File: src/rtl/muldiv_unit_if.sv
// Request/response bundle for muldiv_unit.
//   master: drives start_i, op_i, opdata1_i, opdata2_i, annul_i; observes the outputs.
//   slave : the unit itself; drives busy_o, ready_o, result_o ({hi,lo}), div_by_zero_o.
interface muldiv_unit_if #(
  parameter int unsigned WIDTH = 32
);
  logic                   start_i;
  logic [1:0]             op_i;
  logic [WIDTH-1:0]       opdata1_i;
  logic [WIDTH-1:0]       opdata2_i;
  logic                   annul_i;
  logic                   busy_o;
  logic                   ready_o;
  logic [2*WIDTH-1:0]     result_o;
  logic                   div_by_zero_o;

  modport master (
    output start_i, op_i, opdata1_i, opdata2_i, annul_i,
    input  busy_o, ready_o, result_o, div_by_zero_o
  );

  modport slave (
    input  start_i, op_i, opdata1_i, opdata2_i, annul_i,
    output busy_o, ready_o, result_o, div_by_zero_o
  );
endinterface

File: src/rtl/muldiv_unit.sv
// Iterative multiply/divide unit.
//   op_i: 00 MULTU, 01 MULT, 10 DIVU, 11 DIV.
//   Multiplies are shift-add over magnitudes, divides are radix-2 restoring division over
//   magnitudes; both spend WIDTH cycles in StRun and share the a/b/acc datapath registers.
//   Sign fix-up is applied on the edge that leaves StRun, so result_o and div_by_zero_o
//   update together with entry into StDone (ready_o is high in StDone unless annul_i).
// Ports:
//   clk    - clock, rising edge
//   resetn - asynchronous active-low reset
//   bus    - muldiv_unit_if.slave request/response bundle
// Configuration:
//   MULDIV_FAST_MUL_EN - when defined, MULT/MULTU are computed in one registered step and
//                        go straight from acceptance to StDone (busy_o never rises).
module muldiv_unit #(
  parameter int unsigned WIDTH = 32
) (
  input logic          clk,
  input logic          resetn,
  muldiv_unit_if.slave bus
);

  localparam int unsigned CntW = $clog2(WIDTH) + 1;

  typedef enum logic [1:0] {StIdle, StRun, StDone} state_e;

  state_e               state_q, state_d;
  logic [CntW-1:0]      cnt_q, cnt_d;
  logic [1:0]           op_q, op_d;
  // a: dividend/quotient or multiplier/product-lo; b: divisor or multiplicand;
  // acc: partial remainder or product-hi.
  logic [WIDTH-1:0]     a_q, a_d;
  logic [WIDTH-1:0]     b_q, b_d;
  logic [WIDTH-1:0]     acc_q, acc_d;
  logic                 neg_q, neg_d;        // negate quotient / product
  logic                 rneg_q, rneg_d;      // negate remainder
  logic                 dbz_pend_q, dbz_pend_d;
  logic [2*WIDTH-1:0]   result_q, result_d;
  logic                 dbz_q, dbz_d;
  logic                 busy_q;
  logic                 rst_done_q;          // blocks acceptance on the first edge after reset

  // Operand preparation at acceptance.
  logic                 sgn1, sgn2, op2_zero;
  logic [WIDTH-1:0]     mag1, mag2;
  logic                 neg_ld, rneg_ld;
  logic                 accept;
  logic                 fast_mul;
  logic [2*WIDTH-1:0]   fast_prod;

  assign sgn1     = bus.op_i[0] & bus.opdata1_i[WIDTH-1];
  assign sgn2     = bus.op_i[0] & bus.opdata2_i[WIDTH-1];
  assign mag1     = sgn1 ? -bus.opdata1_i : bus.opdata1_i;
  assign mag2     = sgn2 ? -bus.opdata2_i : bus.opdata2_i;
  assign op2_zero = (bus.opdata2_i == '0);
  // A zero divisor must leave the all-ones quotient untouched.
  assign neg_ld   = (sgn1 ^ sgn2) & ~(bus.op_i[1] & op2_zero);
  assign rneg_ld  = bus.op_i[1] & sgn1;
  assign accept   = rst_done_q & bus.start_i & ~bus.annul_i;

`ifdef MULDIV_FAST_MUL_EN
  logic [2*WIDTH-1:0] ext1, ext2;
  assign ext1      = {{WIDTH{sgn1}}, bus.opdata1_i};
  assign ext2      = {{WIDTH{sgn2}}, bus.opdata2_i};
  assign fast_mul  = ~bus.op_i[1];
  assign fast_prod = ext1 * ext2;
`else
  assign fast_mul  = 1'b0;
  assign fast_prod = '0;
`endif

  // One iteration of the shared datapath.
  logic [WIDTH:0]       trial;
  logic [WIDTH:0]       sum;
  logic [WIDTH-1:0]     a_step, acc_step;
  logic [WIDTH-1:0]     quo_fix, rem_fix;
  logic [2*WIDTH-1:0]   prod, prod_fix;

  always_comb begin
    trial    = {acc_q, a_q[WIDTH-1]} - {1'b0, b_q};
    sum      = {1'b0, acc_q} + ({(WIDTH+1){a_q[0]}} & {1'b0, b_q});
    a_step   = a_q;
    acc_step = acc_q;
    if (op_q[1]) begin
      // Restoring step: keep the subtraction only if it did not go negative.
      if (!trial[WIDTH]) begin
        acc_step = trial[WIDTH-1:0];
        a_step   = {a_q[WIDTH-2:0], 1'b1};
      end else begin
        acc_step = {acc_q[WIDTH-2:0], a_q[WIDTH-1]};
        a_step   = {a_q[WIDTH-2:0], 1'b0};
      end
    end else begin
      // Shift-add step: {acc,a} shifts right, consumed multiplier bits fall off a.
      acc_step = sum[WIDTH:1];
      a_step   = {sum[0], a_q[WIDTH-1:1]};
    end
    quo_fix  = neg_q ? -a_step : a_step;
    rem_fix  = rneg_q ? -acc_step : acc_step;
    prod     = {acc_step, a_step};
    prod_fix = neg_q ? -prod : prod;
  end

  always_comb begin
    state_d    = state_q;
    cnt_d      = cnt_q;
    op_d       = op_q;
    a_d        = a_q;
    b_d        = b_q;
    acc_d      = acc_q;
    neg_d      = neg_q;
    rneg_d     = rneg_q;
    dbz_pend_d = dbz_pend_q;
    result_d   = result_q;
    dbz_d      = dbz_q;

    unique case (state_q)
      StIdle, StDone: begin
        state_d = StIdle;
        if (accept) begin
          op_d       = bus.op_i;
          a_d        = mag1;
          b_d        = mag2;
          acc_d      = '0;
          neg_d      = neg_ld;
          rneg_d     = rneg_ld;
          dbz_pend_d = bus.op_i[1] & op2_zero;
          if (fast_mul) begin
            state_d  = StDone;
            result_d = fast_prod;
            dbz_d    = 1'b0;
          end else begin
            state_d  = StRun;
            cnt_d    = CntW'(WIDTH);
          end
        end
      end
      StRun: begin
        if (bus.annul_i) begin
          state_d = StIdle;
          cnt_d   = '0;
        end else begin
          a_d   = a_step;
          acc_d = acc_step;
          cnt_d = cnt_q - CntW'(1);
          if (cnt_q == CntW'(1)) begin
            state_d  = StDone;
            result_d = op_q[1] ? {rem_fix, quo_fix} : prod_fix;
            dbz_d    = op_q[1] & dbz_pend_q;
          end
        end
      end
      default: state_d = StIdle;
    endcase
  end

  always_ff @(posedge clk or negedge resetn) begin
    if (!resetn) begin
      state_q    <= StIdle;
      cnt_q      <= '0;
      op_q       <= '0;
      a_q        <= '0;
      b_q        <= '0;
      acc_q      <= '0;
      neg_q      <= 1'b0;
      rneg_q     <= 1'b0;
      dbz_pend_q <= 1'b0;
      result_q   <= '0;
      dbz_q      <= 1'b0;
      busy_q     <= 1'b0;
      rst_done_q <= 1'b0;
    end else begin
      state_q    <= state_d;
      cnt_q      <= cnt_d;
      op_q       <= op_d;
      a_q        <= a_d;
      b_q        <= b_d;
      acc_q      <= acc_d;
      neg_q      <= neg_d;
      rneg_q     <= rneg_d;
      dbz_pend_q <= dbz_pend_d;
      result_q   <= result_d;
      dbz_q      <= dbz_d;
      busy_q     <= (state_d == StRun);
      rst_done_q <= 1'b1;
    end
  end

  assign bus.busy_o        = busy_q;
  assign bus.ready_o       = (state_q == StDone) & ~bus.annul_i;
  assign bus.result_o      = result_q;
  assign bus.div_by_zero_o = dbz_q;

endmodule

File: src/flat_wrapper.sv
// flat-port wrapper written by rule: the top's interface ports become plain ports
module muldiv_unit_flat 
#(
  parameter int unsigned WIDTH = 32
)
  (clk, resetn, bus_start_i, bus_op_i, bus_opdata1_i, bus_opdata2_i, bus_annul_i, bus_busy_o, bus_ready_o, bus_result_o, bus_div_by_zero_o);
  muldiv_unit_if #(.WIDTH(WIDTH)) bus_i ();
  input logic clk;
  input logic resetn;
  input wire logic [$bits(bus_i.start_i)-1:0] bus_start_i;
  input wire logic [$bits(bus_i.op_i)-1:0] bus_op_i;
  input wire logic [$bits(bus_i.opdata1_i)-1:0] bus_opdata1_i;
  input wire logic [$bits(bus_i.opdata2_i)-1:0] bus_opdata2_i;
  input wire logic [$bits(bus_i.annul_i)-1:0] bus_annul_i;
  output wire logic [$bits(bus_i.busy_o)-1:0] bus_busy_o;
  output wire logic [$bits(bus_i.ready_o)-1:0] bus_ready_o;
  output wire logic [$bits(bus_i.result_o)-1:0] bus_result_o;
  output wire logic [$bits(bus_i.div_by_zero_o)-1:0] bus_div_by_zero_o;
  assign bus_i.start_i = bus_start_i;
  assign bus_i.op_i = bus_op_i;
  assign bus_i.opdata1_i = bus_opdata1_i;
  assign bus_i.opdata2_i = bus_opdata2_i;
  assign bus_i.annul_i = bus_annul_i;
  assign bus_busy_o = bus_i.busy_o;
  assign bus_ready_o = bus_i.ready_o;
  assign bus_result_o = bus_i.result_o;
  assign bus_div_by_zero_o = bus_i.div_by_zero_o;
  muldiv_unit #(.WIDTH(WIDTH)) u_core (.clk(clk), .resetn(resetn), .bus(bus_i));
endmodule
File: config.mk
export PLATFORM = sky130hd
export DESIGN_NAME = muldiv_unit_flat
export DESIGN_NICKNAME = d
export VERILOG_FILES = /design/src/rtl/muldiv_unit_if.sv /design/src/rtl/muldiv_unit.sv /design/src/flat_wrapper.sv
export SDC_FILE = /design/constraint.sdc
export NUM_CORES = 1
export LEC_CHECK = 0
export BUFFER_PORTS_ARGS = -buffer_cell sky130_fd_sc_hd__clkbuf_2
export CAP_MARGIN = 20
export CORE_UTILIZATION = 44
export DETAILED_ROUTE_END_ITERATION = 7
export PLACE_DENSITY = 0.7
export SETUP_SLACK_MARGIN = 0.3
export SLEW_MARGIN = 0
export SYNTH_ARGS = -nofsm -noshare
export SYNTH_HDL_FRONTEND = slang
export SYNTH_SLANG_ARGS = --single-unit
File: constraint.sdc
create_clock -name clk -period 5.3 [get_ports clk]
set_clock_uncertainty 0.2 [all_clocks]
set_input_delay 1.06 -clock clk [delete_from_list [all_inputs] [get_ports clk]]
set_output_delay 1.06 -clock clk [all_outputs]
set_load 0.01 [all_outputs]
; Yosys cells after proc, flatten, opt, wreduce, memory -nomap -nowiden
; Cells that the tools add are included.
[op_classes]
addsub = 8
eq_ne = 6
bitwise_logic = 13
reduce_logical = 8
mux = 23
[ops]
columns = cell, count
row1 = 2-to-1 mux 32 bit, 11
row2 = 2-to-1 mux 64 bit, 2
row3 = negator 32 bit, 4
row4 = one-hot mux 32 bit (2 select lines), 2
row5 = negator 64 bit, 1
row6 = adder 32 x 33 -> 33 bit, 1
row7 = bitwise AND 33 x 32 -> 33 bit, 1
row8 = subtractor 33 x 32 -> 33 bit, 1
row9 = zero test 32 bit, 1
row10 = 2-to-1 mux 6 bit, 2
row11 = one-hot mux 6 bit (2 select lines), 1
row12 = bitwise AND 1 bit, 9
row13 = "== test 6 x 1 -> 1 bit, second input constant", 1
row14 = AND reduction 3 bit, 2
row15 = "subtractor 6 x 1 -> 6 bit, second input constant", 1
row16 = "== test 2 x 1 -> 1 bit, second input constant", 2
row17 = 2-to-1 mux 2 bit, 2
row18 = one-hot mux 2 bit (2 select lines), 1
row19 = AND reduction 2 bit, 2
row20 = "== test 2 bit, second input constant", 1
row21 = zero test 2 bit, 1
row22 = 2-to-1 mux 1 bit, 2
row23 = "!= test 2 x 1 -> 1 bit, second input constant", 1
row24 = "!= test 2 bit, second input constant", 1
row25 = 4 further kinds, 5
[word_totals]
word_cells = 71
register_bits = 176
input_bits = 70

; Depth between registers and ports, before layout
; Gate-level depths: netlist of run 1.
[logic_depth]
depth_word = 6
depth_mapped = 25

; Worst setup path before layout of run 1
; No wires, ideal clock.
[synth_timing]
path_type = register -> register
from = reg u_core.acc_q[18]
to = reg u_core.result_q[54] (netlist: u_core.bus.result_o[54])
path_stages_with_launch = 25
setup_time_ns = 0.130
synth_period_minus_slack_ns = 5.220
arrival_ns = 4.890
required_ns = 4.970
slack_ns = 0.080
cell_sequence = dfrtp_1 > ha_1 > buf_6 > a21oi_2 > o21ai_2 > a2111o_1 > or3_1 > o211ai_1 > buf_4 > nor2_1 > a21oi_1 > ha_1 > nor3b_1 > o221a_2 > nand3_1 > nor2_1 > and4b_1 > nand2_1 > nor2_1 > nand3_1 > a21oi_1 > a31oi_1 > o41ai_1 > xor2_1 > o21ai_1
[synth_via]
elab_chain_cells = 6
elab_cells_between_ends = 11
cone_classes = 4 x add/sub / 7 x mux
[synth_rtl]
columns = item, line_no
row1 = start: declaration, muldiv_unit.sv:33  ; logic [WIDTH-1:0] acc_q, acc_d;
row2 = start signal: assignment, muldiv_unit.sv:163  ; acc_q <= '0;
row3 = start signal: assignment, muldiv_unit.sv:177  ; acc_q <= acc_d;
row4 = subtractor 33 x 32 -> 33 bit, muldiv_unit.sv:79  ; trial = {acc_q, a_q[WIDTH-1]} - {1'b0, b_q};
row5 = 2-to-1 mux 1 bit or 2-to-1 mux 32 bit (tied branches), muldiv_unit.sv:85  ; if (!trial[WIDTH]) begin
row6 = 2-to-1 mux 32 bit, muldiv_unit.sv:83  ; if (op_q[1]) begin
row7 = negator 64 bit or negator 32 bit (tied branches), "muldiv_unit.sv:100, muldiv_unit.sv:98"
row8 = 2-to-1 mux 64 bit or 2-to-1 mux 32 bit (tied branches), "muldiv_unit.sv:100, muldiv_unit.sv:98"
row9 = 2-to-1 mux 64 bit *, muldiv_unit.sv:147  ; result_d = op_q[1] ? {rem_fix, quo_fix} : prod_fix;
row10 = end signal: assignment, muldiv_unit.sv:181  ; result_q <= result_d;
row11 = end: declaration, muldiv_unit.sv:37  ; logic [2*WIDTH-1:0] result_q, result_d;
; Every way passes the cells marked *; elsewhere a longest branch is shown, timed or not.
; A chain may end at the register's enable or synchronous reset.

; Worst setup path after layout of run 1
[layout_timing]
from = reg u_core.acc_q[18]
to = reg u_core.result_q[62] (netlist: u_core.bus.result_o[62])
; The elaborated chain is that of the path after synthesis.

==> results of run 1 <==
-- cell usage after synthesis (6+ instances only) --
cell type | instances | area, sq um
or2_2 | 6 | 37.5
or4_1 | 9 | 67.6
o31ai_1 | 28 | 210
o41ai_1 | 12 | 105
and2_1 | 44 | 275
nand2b_1 | 19 | 119
o21bai_1 | 9 | 67.6
a21oi_1 | 137 | 686
buf_2 | 15 | 75.1
dfrtp_1 | 175 | 4380
mux2_2 | 13 | 146
a31oi_1 | 20 | 125
nand4_1 | 12 | 75.1
a311oi_1 | 6 | 52.6
and3_1 | 9 | 56.3
o211ai_1 | 15 | 113
nor3b_1 | 11 | 82.6
nor2b_1 | 8 | 50.1
nor3_1 | 46 | 230
ha_1 | 70 | 876
nor2_1 | 141 | 529
a22oi_1 | 6 | 45.0
o22ai_1 | 7 | 43.8
a21o_1 | 25 | 188
o21ai_1 | 16 | 80.1
o21a_1 | 16 | 120
xor2_1 | 79 | 692
nand2_1 | 294 | 1100
or3_1 | 16 | 100
a22o_1 | 17 | 149
inv_1 | 60 | 225
xnor2_1 | 83 | 727
clkbuf_1 | 68 | 255
a211oi_1 | 16 | 120
o21ai_0 | 226 | 1130
mux2i_1 | 24 | 240
nand3_1 | 36 | 180
nor4_1 | 17 | 106
-- worst max-delay path, stage by stage, from the launching register on --
cell,delay [ns]
dfrtp_2,0.44
ha_4,0.27
a21oi_4,0.16
o21ai_2,0.09
a2111o_1,0.44
or3_4,0.34
o211ai_1,0.19
buf_4,0.16
nor2_4,0.04
a21oi_2,0.14
ha_2,0.21
nor3b_4,0.20
o221a_4,0.23
nand3_4,0.09
nor2_4,0.12
and4b_1,0.23
nand2_2,0.11
nor2_4,0.11
nand3_2,0.12
a21oi_4,0.23
a31oi_4,0.14
buf_4,0.16
mux2_4,0.29
o31ai_2,0.17
-- what timing repair did --
item | CTS | global route
gates resized for setup | 21 | 51
hold buffers | 0 | 0
pin swaps | 13 | 23
cloned | 0 | 0
buffers inserted | 17 | 22
setup endpoints to repair | 12 | 29
-- layout by cell type, fill, tap and decap left out, types with 56 or more instances in the layout --
cell,count
nor2_1,136
inv_1,58
a21oi_1,129
ha_1,56
clkbuf_2,135
xor2_1,79
o21ai_0,224
buf_4,132
nand2_1,292
dfrtp_1,170
xnor2_1,83
-- power breakdown --
part / total (W) / switching (W) / internal, W
Clock: 0.00127 / 0.000615 / 0.000650
Combinational: 0.00797 / 0.00478 / 0.00320
Sequential: 0.00233 / 0.000510 / 0.00182
Total: 0.0116 / 0.00590 / 0.00566
-- layout make-up --
type | count | area (sq um)
repair buffers | 270 | 1720
multi-input cells | 1584 | 10300
fillers | 3181 | 15100
clock buffers | 20 | 467
inverters | 61 | 229
well taps | 442 | 553
clock inverters | 11 | 98.8
flip-flops and latches | 175 | 4390
-- metal layers --
| metal | up-vias | global-route usage (%) |
|---|---|---|
| met3 | 68 | 6.05 |
| met5 | - | 0 |
| met4 | 0 | 9.08 |
| met1 | 7275 | 43.3 |
| met2 | 642 | 46.3 |
| li1 | 7253 | - |
-- final timing paths --
path | from | endpoint | slack [ns] | cells after the start
min reg2reg | u_core.bus.result_o[55]$_DFFE_PN0P_ | u_core.bus.result_o[55]$_DFFE_PN0P_ | 0.28 | 2
min in group asynchronous | resetn | u_core.bus.result_o[60]$_DFFE_PN0P_ | 0.46 | 1
min | u_core.bus.result_o[55]$_DFFE_PN0P_ | u_core.bus.result_o[55]$_DFFE_PN0P_ | 0.28 | 2
max reg2reg | u_core.acc_q[18]$_DFFE_PN0P_ | u_core.bus.result_o[62]$_DFFE_PN0P_ | 0.29 | 23
max | u_core.acc_q[18]$_DFFE_PN0P_ | u_core.bus.result_o[62]$_DFFE_PN0P_ | 0.29 | 23
max in group asynchronous | resetn | u_core.a_q[11]$_DFFE_PN0P_ | 3.39 | 2
-- flip-flops by register name, summed over array words and instances, names as in the netlist, 2 cells and up --
signal	cells
u_core.acc_q	32
u_core.state_q	2
u_core.b_q	32
u_core.a_q	32
u_core.bus.result_o	64
u_core.cnt_q	6
-- cells by family after synthesis --
logic type	Yosys count	share of synthesized area, %
AND/OR/NAND/NOR	693	22.0
multiplexers	38	2.68
other	1	0.0253
XOR/XNOR	162	9.57
AO/OA/AOI/OAI	618	25.8
flip-flops	175	29.5
buffers and inverters	154	4.25
adder cells (fa/ha/maj)	72	6.18
-- through the flow --
step	area, sq um	hold WS [ns]	util, %	total power, W	worst slack, ns
floorplan	14900	0.251	-	0.00693	0.300
global placement	16500	0.258	50.1	0.00951	0.117
detailed placement	16500	0.272	50.1	0.00958	0.00151
CTS	17300	0.287	52.7	0.0111	0.290
global route	17700	0.312	54.0	0.0123	0.0856
finish	17700	0.278	54.0	0.0116	0.294
==> metrics.txt, run 1 <==
Synth Register Bits 175; CTS tree yes; final period utilization 94.5%; Max-cap violations 0; starting utilization of the core area 45.1%; CTS Buf Count 17; Worst Hold Class flip-flop to flip-flop; f_max 200 MHz; wire length on met2 22700 um; final hold vios 0; vias in the first global route 14500; ANT cells 0; post-synthesis cell count 1913; startpoint types flip-flop; input/output buffers 136; pin count of the biggest net entering global routing 89; Final Setup Violations 0; post-route non-filler standard cell count 2563; Mapped Avg Cell Area 7.75 sq um; critical path required time 5.46 ns; vias per cell 5.95; Leak 7.96 nW; ys flop type dfrtp_1; DIE AREA 0.0344 sq mm; TritonRoute pass-1 iters 5; RSZ-0062 raised after global routing yes; Post-Route WL 51900 um; Overall Global Routing Usage 30.4%; Core Footprint 0.0329 sq mm; Worst IR Drop VDD 444 uV; # DRC 0; Die Y 186 um; via count 15200; CTS root buf clkbuf_16; die width 186 um; Sink Count 175; Max Used Layer met4; CP Capture Type flip-flop; share of layout cells above drive strength 1 19.2%; I/O pins 137; Crit path arrival time 5.16 ns; max-slew violations 0; antenna viol nets, final 0; initial DRC count 1461; setup TNS 0 ns; crit path kind flip-flop to flip-flop; post-synthesis async set-or-reset flop share 100%; Worst-Skew Late Latency 0.46 ns; pwr dens 652 mW/mm^2; Seq/Total Area, Yosys 29.5%; Congestion Overflow GR 0; DP Cell Count 2493; GPL Wtd Cong 0.951; Area Growth Syn to Fin 19.7%; wire length on met1 23800 um; initial antenna violation count 0; CTS H-Tree Depth 4; row count 66; Synth cell types 84; Synth warnings 0; Post-synth EDFFs 0; Nets 2251; hpwl dp 40200 um; Slew HR 28.8%; final worst path period need 5.01 ns; Worst-Margin Slew 1.06 ns; Critical Path Fanout Max 4; Post-Syn Nets 2055; status finished, final reports clean; WL/cell 20.3 um; met3 WL 4400 um; CTS clock-pin slew for the worst setup and hold paths 0.07 ns; first-pass GRT wire length 80400 um; clk buf depth 2; area of the mapped netlist 0.0148 sq mm
(Power assumes the default switching activity.)
==> run 2: changes to the inputs <==
--- a/config.mk
+++ b/config.mk
@@ -5,11 +5,11 @@
 export SDC_FILE = /design/constraint.sdc
 export NUM_CORES = 1
 export LEC_CHECK = 0
-export BUFFER_PORTS_ARGS = -buffer_cell sky130_fd_sc_hd__clkbuf_2
 export CAP_MARGIN = 20
 export CORE_UTILIZATION = 44
 export DETAILED_ROUTE_END_ITERATION = 7
-export PLACE_DENSITY = 0.7
+export DONT_BUFFER_PORTS = 1
+export PLACE_DENSITY = 0.67
 export SETUP_SLACK_MARGIN = 0.3
 export SLEW_MARGIN = 0
 export SYNTH_ARGS = -nofsm -noshare
==> run 2 against run 1 <==
  * Cell count decreased by 4.8%
  * Largest cell class unchanged
  * Combinational power decreased by 2.9%
  * Register-to-register slack got worse by 0.07 ns
  * Cell area decreased by 3.0%
  * Core utilization decreased by 1.6 points
==> metrics.txt, run 2 (synthesis results as in run 1) <==
WL/cell 21.4 um; status finished, final reports clean; hpwl dp 40200 um; fill cell count 3153; CTS tree yes; DIE AREA 0.0344 sq mm; CTS clock-pin slew for the worst setup and hold paths 0.09 ns; Overall Global Routing Usage 30.3%; Critical R2R Capture u_core.bus.result_o[62]$_DFFE_PN0P_; Post-DP Area 0.0158 sq mm; WP buf/inv 3; commonest non-fill, non-tap cell in the layout nand2_1; row count 66; startpoint types flip-flop; max reg flops 64; Slew HR 31.9%; die width 186 um; final worst path period need 5.08 ns; final hold vios 0; Congestion Overflow GR 0; crit path kind flip-flop to flip-flop; initial antenna violation count 0; Crit-path slowest cell a2111o_1; Finished Cell Area 0.0172 sq mm; Worst-Skew Late Latency 0.47 ns; ANT cells 0; CTS Hold Bufs 0; first-pass GRT wire length 79700 um; vias in the first global route 13800; starting utilization of the core area 45.1%; GPL Wtd Cong 0.963; r2r worst-path depth 24; pwr dens 670 mW/mm^2; critical path required time 5.47 ns; CP peak stage delay 0.44 ns; worst path cell trace inv_2, ha_4, a21oi_4, o21ai_2, a2111o_1, or3_4, o211ai_1, nor2_2, a21oi_2, ha_2, nor3b_4, o221a_4, nand3_4, nor2_4, and4b_1, nand2_2, nor2_4, nand3_2, a21oi_4, buf_6, a31oi_4, buf_6, mux2_4, o31ai_4; vias per cell 6.07; Worst IR Drop VDD 307 uV; commonest cells after routing, fill and taps aside nand2_1, o21ai_0, dfrtp_1, buf_4, nor2_1; CP top delay family compound AO/OA/AOI/OAI gates; Crit path arrival time 5.25 ns; Core Footprint 0.0329 sq mm; CP Capture Type flip-flop; clk buf depth 2; Die Y 186 um; Pwr Total 0.0115 W; Worst Hold Class input pin to async pin; Critical Path Fanout Max 3; Sink Count 175; # DRC 0; CTS root buf clkbuf_16; max-slew violations 0; CTS Buf Count 17; Final Setup Violations 0; I/O pins 137; TritonRoute pass-1 iters 7; final period utilization 95.8%; setup TNS 0 ns; Post-Route WL 52200 um; initial DRC count 1423; Max-cap violations 0; Leak 7.42 nW; flop-to-flop setup slack 0.22 ns; input/output buffers 0; RSZ-0062 raised after global routing yes; antenna viol nets, final 0; Worst-Margin Slew 0.996 ns; RR Startpoint u_core.b_q[17]$_DFFE_PN0P_; Area Growth Syn to Fin 16.1%; f_max 197 MHz; pin count of the biggest net entering global routing 176; CTS H-Tree Depth 4; via count 14800; Critical Path Stages 24; Nets 2128; share of layout cells above drive strength 1 14.6%
==> run 2: changes by cell type in the layout (fill, tap and decap cells not counted), moves of 4 or more <==
cell	previous run	this run
clkbuf_2	135	1
buf_4	132	142
ha_1	56	52
ha_4	10	14
==> run 2: stage by stage <==
step                util [%]  hold slack (ns)  worst slack, ns  cells
floorplan                  -            0.251            0.300   1913
global placement        48.2            0.278            0.167   2367
detailed placement      48.2            0.288           0.0320   2367
CTS                     50.9           0.0764            0.270   2418
global route            52.4           0.0756           0.0810   2441
finish                  52.4           0.0933            0.221   2441
==> run 2: repair_timing <==
action / in CTS / in global routing
pin swaps: 14 / 30
hold endpoints to repair: 0 / 0
gates resized for setup: 15 / 70
setup buffers: 19 / 22
endpoints found under the setup margin: 9 / 26
==> run 2: per-layer routing <==
layer,wire (um),track usage (%),vias up,part of all wire (%)
li1,-,-,7030,-
met1,23900,43.6,7116,46
met2,22600,44.8,612,43
met3,4720,7.32,70,9.0
met4,1050,8.26,0,2.0
met5,0,0,-,0
==> run 2: area by class of cell <==
| class | instances | area, sq um | area share [%] |
|---|---|---|---|
| Clock buffer | 17 | 425 | 2.47 |
| Clock inverter | 15 | 170 | 0.988 |
| Inverter | 61 | 229 | 1.33 |
| Multi-Input combinational cell | 1584 | 10300 | 60.0 |
| Sequential cell | 175 | 4390 | 25.5 |
| Tap cell | 442 | 553 | 3.21 |
| Timing Repair Buffer | 147 | 1120 | 6.53 |
==> run 2: worst register-to-register path, cell delays in order, from the launching register on <==
cell,delay [ns]
dfrtp_1,0.40
inv_2,0.08
ha_4,0.20
a21oi_4,0.16
o21ai_2,0.09
a2111o_1,0.44
or3_4,0.34
o211ai_1,0.31
nor2_2,0.09
a21oi_2,0.13
ha_2,0.21
nor3b_4,0.20
o221a_4,0.23
nand3_4,0.09
nor2_4,0.12
and4b_1,0.24
nand2_2,0.11
nor2_4,0.14
nand3_2,0.12
a21oi_4,0.20
buf_6,0.13
a31oi_4,0.10
buf_6,0.14
mux2_4,0.30
o31ai_4,0.21
==> run 2: worst max-delay path by stage <==
stage               slack [ns]                                   to                         start
floorplan                 0.30  u_core.bus.result_o[54]$_DFFE_PN0P_  u_core.acc_q[21]$_DFFE_PN0P_
global placement          0.17  u_core.bus.result_o[54]$_DFFE_PN0P_  u_core.acc_q[30]$_DFFE_PN0P_
detailed placement        0.03  u_core.bus.result_o[54]$_DFFE_PN0P_    u_core.b_q[29]$_DFFE_PN0P_
CTS                       0.27  u_core.bus.result_o[55]$_DFFE_PN0P_    u_core.a_q[31]$_DFFE_PN0P_
global route              0.08  u_core.bus.result_o[54]$_DFFE_PN0P_    u_core.b_q[26]$_DFFE_PN0P_
finish                    0.22  u_core.bus.result_o[62]$_DFFE_PN0P_    u_core.b_q[17]$_DFFE_PN0P_
==> run 2: report_power, final <==
group	leakage, nW	switching, W	internal (W)	total, W
clock network	0.279	0.000654	0.000672	0.00133
registers	2.29	0.000665	0.00182	0.00248
logic	4.85	0.00460	0.00314	0.00774
==> run 3: changes to the inputs <==
--- a/config.mk
+++ b/config.mk
@@ -6,10 +6,12 @@
 export NUM_CORES = 1
 export LEC_CHECK = 0
 export CAP_MARGIN = 20
+export CELL_PAD_IN_SITES_DETAIL_PLACEMENT = 1
+export CELL_PAD_IN_SITES_GLOBAL_PLACEMENT = 1
 export CORE_UTILIZATION = 44
 export DETAILED_ROUTE_END_ITERATION = 7
 export DONT_BUFFER_PORTS = 1
-export PLACE_DENSITY = 0.67
+export PLACE_DENSITY = 0.84
 export SETUP_SLACK_MARGIN = 0.3
 export SLEW_MARGIN = 0
 export SYNTH_ARGS = -nofsm -noshare
==> run 3 against run 2 <==
  * The run now ends with setup timing left
  * Critical endpoint is now u_core.bus.result_o[54]$_DFFE_PN0P_
  * Sequential power is essentially flat
  * Core utilization grew 0.18 points
  * Routed wire length grew 19%
  * Critical path type unchanged
==> metrics.txt, run 3 (synthesis results as in run 1) <==
initial antenna violation count 1; CP peak stage delay 0.42 ns; Critical Path Fanout Max 6; via count 15800; # DRC 0; Max-cap violations 0; Crit-path slowest cell dfrtp_1; vias in the first global route 15500; CTS Hold Bufs 0; status finished with violations; Area Growth Syn to Fin 16.5%; commonest non-fill, non-tap cell in the layout nand2_1; final worst setup slack -0.130 ns; Congestion Overflow GR 0; fill cell count 4012; Final Setup Violations 5; initial DRC count 1611; Worst-Skew Late Latency 0.48 ns; TritonRoute pass-1 iters 6; final worst path period need 5.43 ns; Hold WS 0.0788 ns; input/output buffers 0; RSZ-0062 raised after global routing yes; I/O pins 137; WL/cell 25.4 um; failing checks setup timing; commonest cells after routing, fill and taps aside nand2_1, o21ai_0, dfrtp_1, buf_4, nor2_1; pin count of the biggest net entering global routing 176; crit path kind flip-flop to flip-flop; max reg flops 64; CTS Buf Count 17; Sink Count 175; antenna viol nets, final 0; critical path required time 5.45 ns; CTS tree yes; Slew HR 34.7%; DIE AREA 0.0344 sq mm; vias per cell 6.50; hpwl dp 43600 um; pre-CTS WS -0.00311 ns; die width 186 um; GPL Wtd Cong 0.977; CP Capture Type flip-flop; Core Footprint 0.0329 sq mm; final period utilization 102%; CTS clock-pin slew for the worst setup and hold paths 0.08 ns; max-slew violations 0; row count 66; starting utilization of the core area 45.1%; share of layout cells above drive strength 1 14.6%; Worst Hold Class input pin to async pin; CTS root buf clkbuf_16; final hold vios 0; f_max 184 MHz; pwr dens 701 mW/mm^2; Worst IR Drop VDD 330 uV; Post-Route WL 61900 um; clk buf depth 2; first-pass GRT wire length 88300 um; Crit path arrival time 5.58 ns; CTS H-Tree Depth 4; Core Util, Final 52.6%; startpoint types flip-flop; Overall Global Routing Usage 33.6%; Worst-Margin Slew 0.967 ns; Nets 2125; Die Y 186 um; Leak 7.43 nW
[run 3: changes by cell type in the layout (fill, tap and decap cells not counted), moves of 3 or more]
cell	delta
clkinvlp_4	-3
dfrtp_1	+3
a21oi_2	+3
dfrtp_2	-3
[run 3: worst max-delay path, delay by kind of cell (launching register included)]
kind | cells | cell delay (ns)
adders and majority gates | 2 | 0.48
xor gates and xnor gates | 1 | 0.17
AOI/OAI and AO/OA | 8 | 1.89
and+or+nand+nor | 11 | 1.69
DFF | 1 | 0.42
buffers and inverters | 3 | 0.46
[run 3: layer usage]
| layer | part of all wire (%) | up-vias | routed length, um | global-route usage (%) |
|---|---|---|---|---|
| met5 | 0.019 | - | 12 | 0 |
| met4 | 3.8 | 2 | 2370 | 12.7 |
| met3 | 9.7 | 174 | 6020 | 6.69 |
| met2 | 45 | 838 | 28000 | 52.2 |
| met1 | 41 | 7835 | 25500 | 45.9 |
| li1 | - | 6998 | - | - |
[run 3: timing repair]
item	in CTS	in global routing
resized for setup	12	71
buffers inserted	20	28
gates cloned	0	1
setup endpoints to repair	10	31
pin swaps	11	21
[run 3: worst paths after layout]
check	from	endpoint	slack, ns	cells after the start
setup reg to reg	u_core.b_q[30]$_DFFE_PN0P_	u_core.bus.result_o[54]$_DFFE_PN0P_	-0.13	25
min in group clk	u_core.b_q[0]$_DFFE_PN0P_	u_core.b_q[0]$_DFFE_PN0P_	0.31	2
setup / recovery	u_core.b_q[30]$_DFFE_PN0P_	u_core.bus.result_o[54]$_DFFE_PN0P_	-0.13	25
hold reg to reg	u_core.b_q[0]$_DFFE_PN0P_	u_core.b_q[0]$_DFFE_PN0P_	0.31	2
max in group asynchronous	resetn	u_core.bus.result_o[39]$_DFFE_PN0P_	4.35	0
hold / removal	resetn	u_core.acc_q[10]$_DFFE_PN0P_	0.08	0
[run 3: report_power, final]
part | total [W] | switching [W] | leakage, nW | internal, W
registers | 0.00251 | 0.000696 | 2.29 | 0.00181
logic | 0.00822 | 0.00501 | 4.83 | 0.00321
clock network | 0.00138 | 0.000680 | 0.299 | 0.000701
[run 3: stage by stage]
| stage | instance area, sq um | std cells | setup TNS (ns) | power (W) |
|---|---|---|---|---|
| 2_1_floorplan | 14900 | 1913 | 0 | 0.00693 |
| 3_3_place_gp | 15800 | 2357 | 0 | 0.00929 |
| 3_5_place_dp | 15800 | 2357 | -0.00311 | 0.00954 |
| 4_1_cts | 16600 | 2409 | 0 | 0.0111 |
| 5_1_grt | 17300 | 2438 | -0.969 | 0.0127 |
| 6_report | 17300 | 2439 | -0.307 | 0.0121 |
[run 3: layout make-up]
cell class,instances,area [sq um],area share [%]
Multi-Input combinational cell,1584,10400,60.0
Sequential cell,175,4390,25.4
Timing Repair Buffer,144,1130,6.53
Tap cell,442,553,3.20
Clock buffer,19,453,2.62
Inverter,61,229,1.33
Clock inverter,13,164,0.949
Antenna cell,1,2.50,0.0145
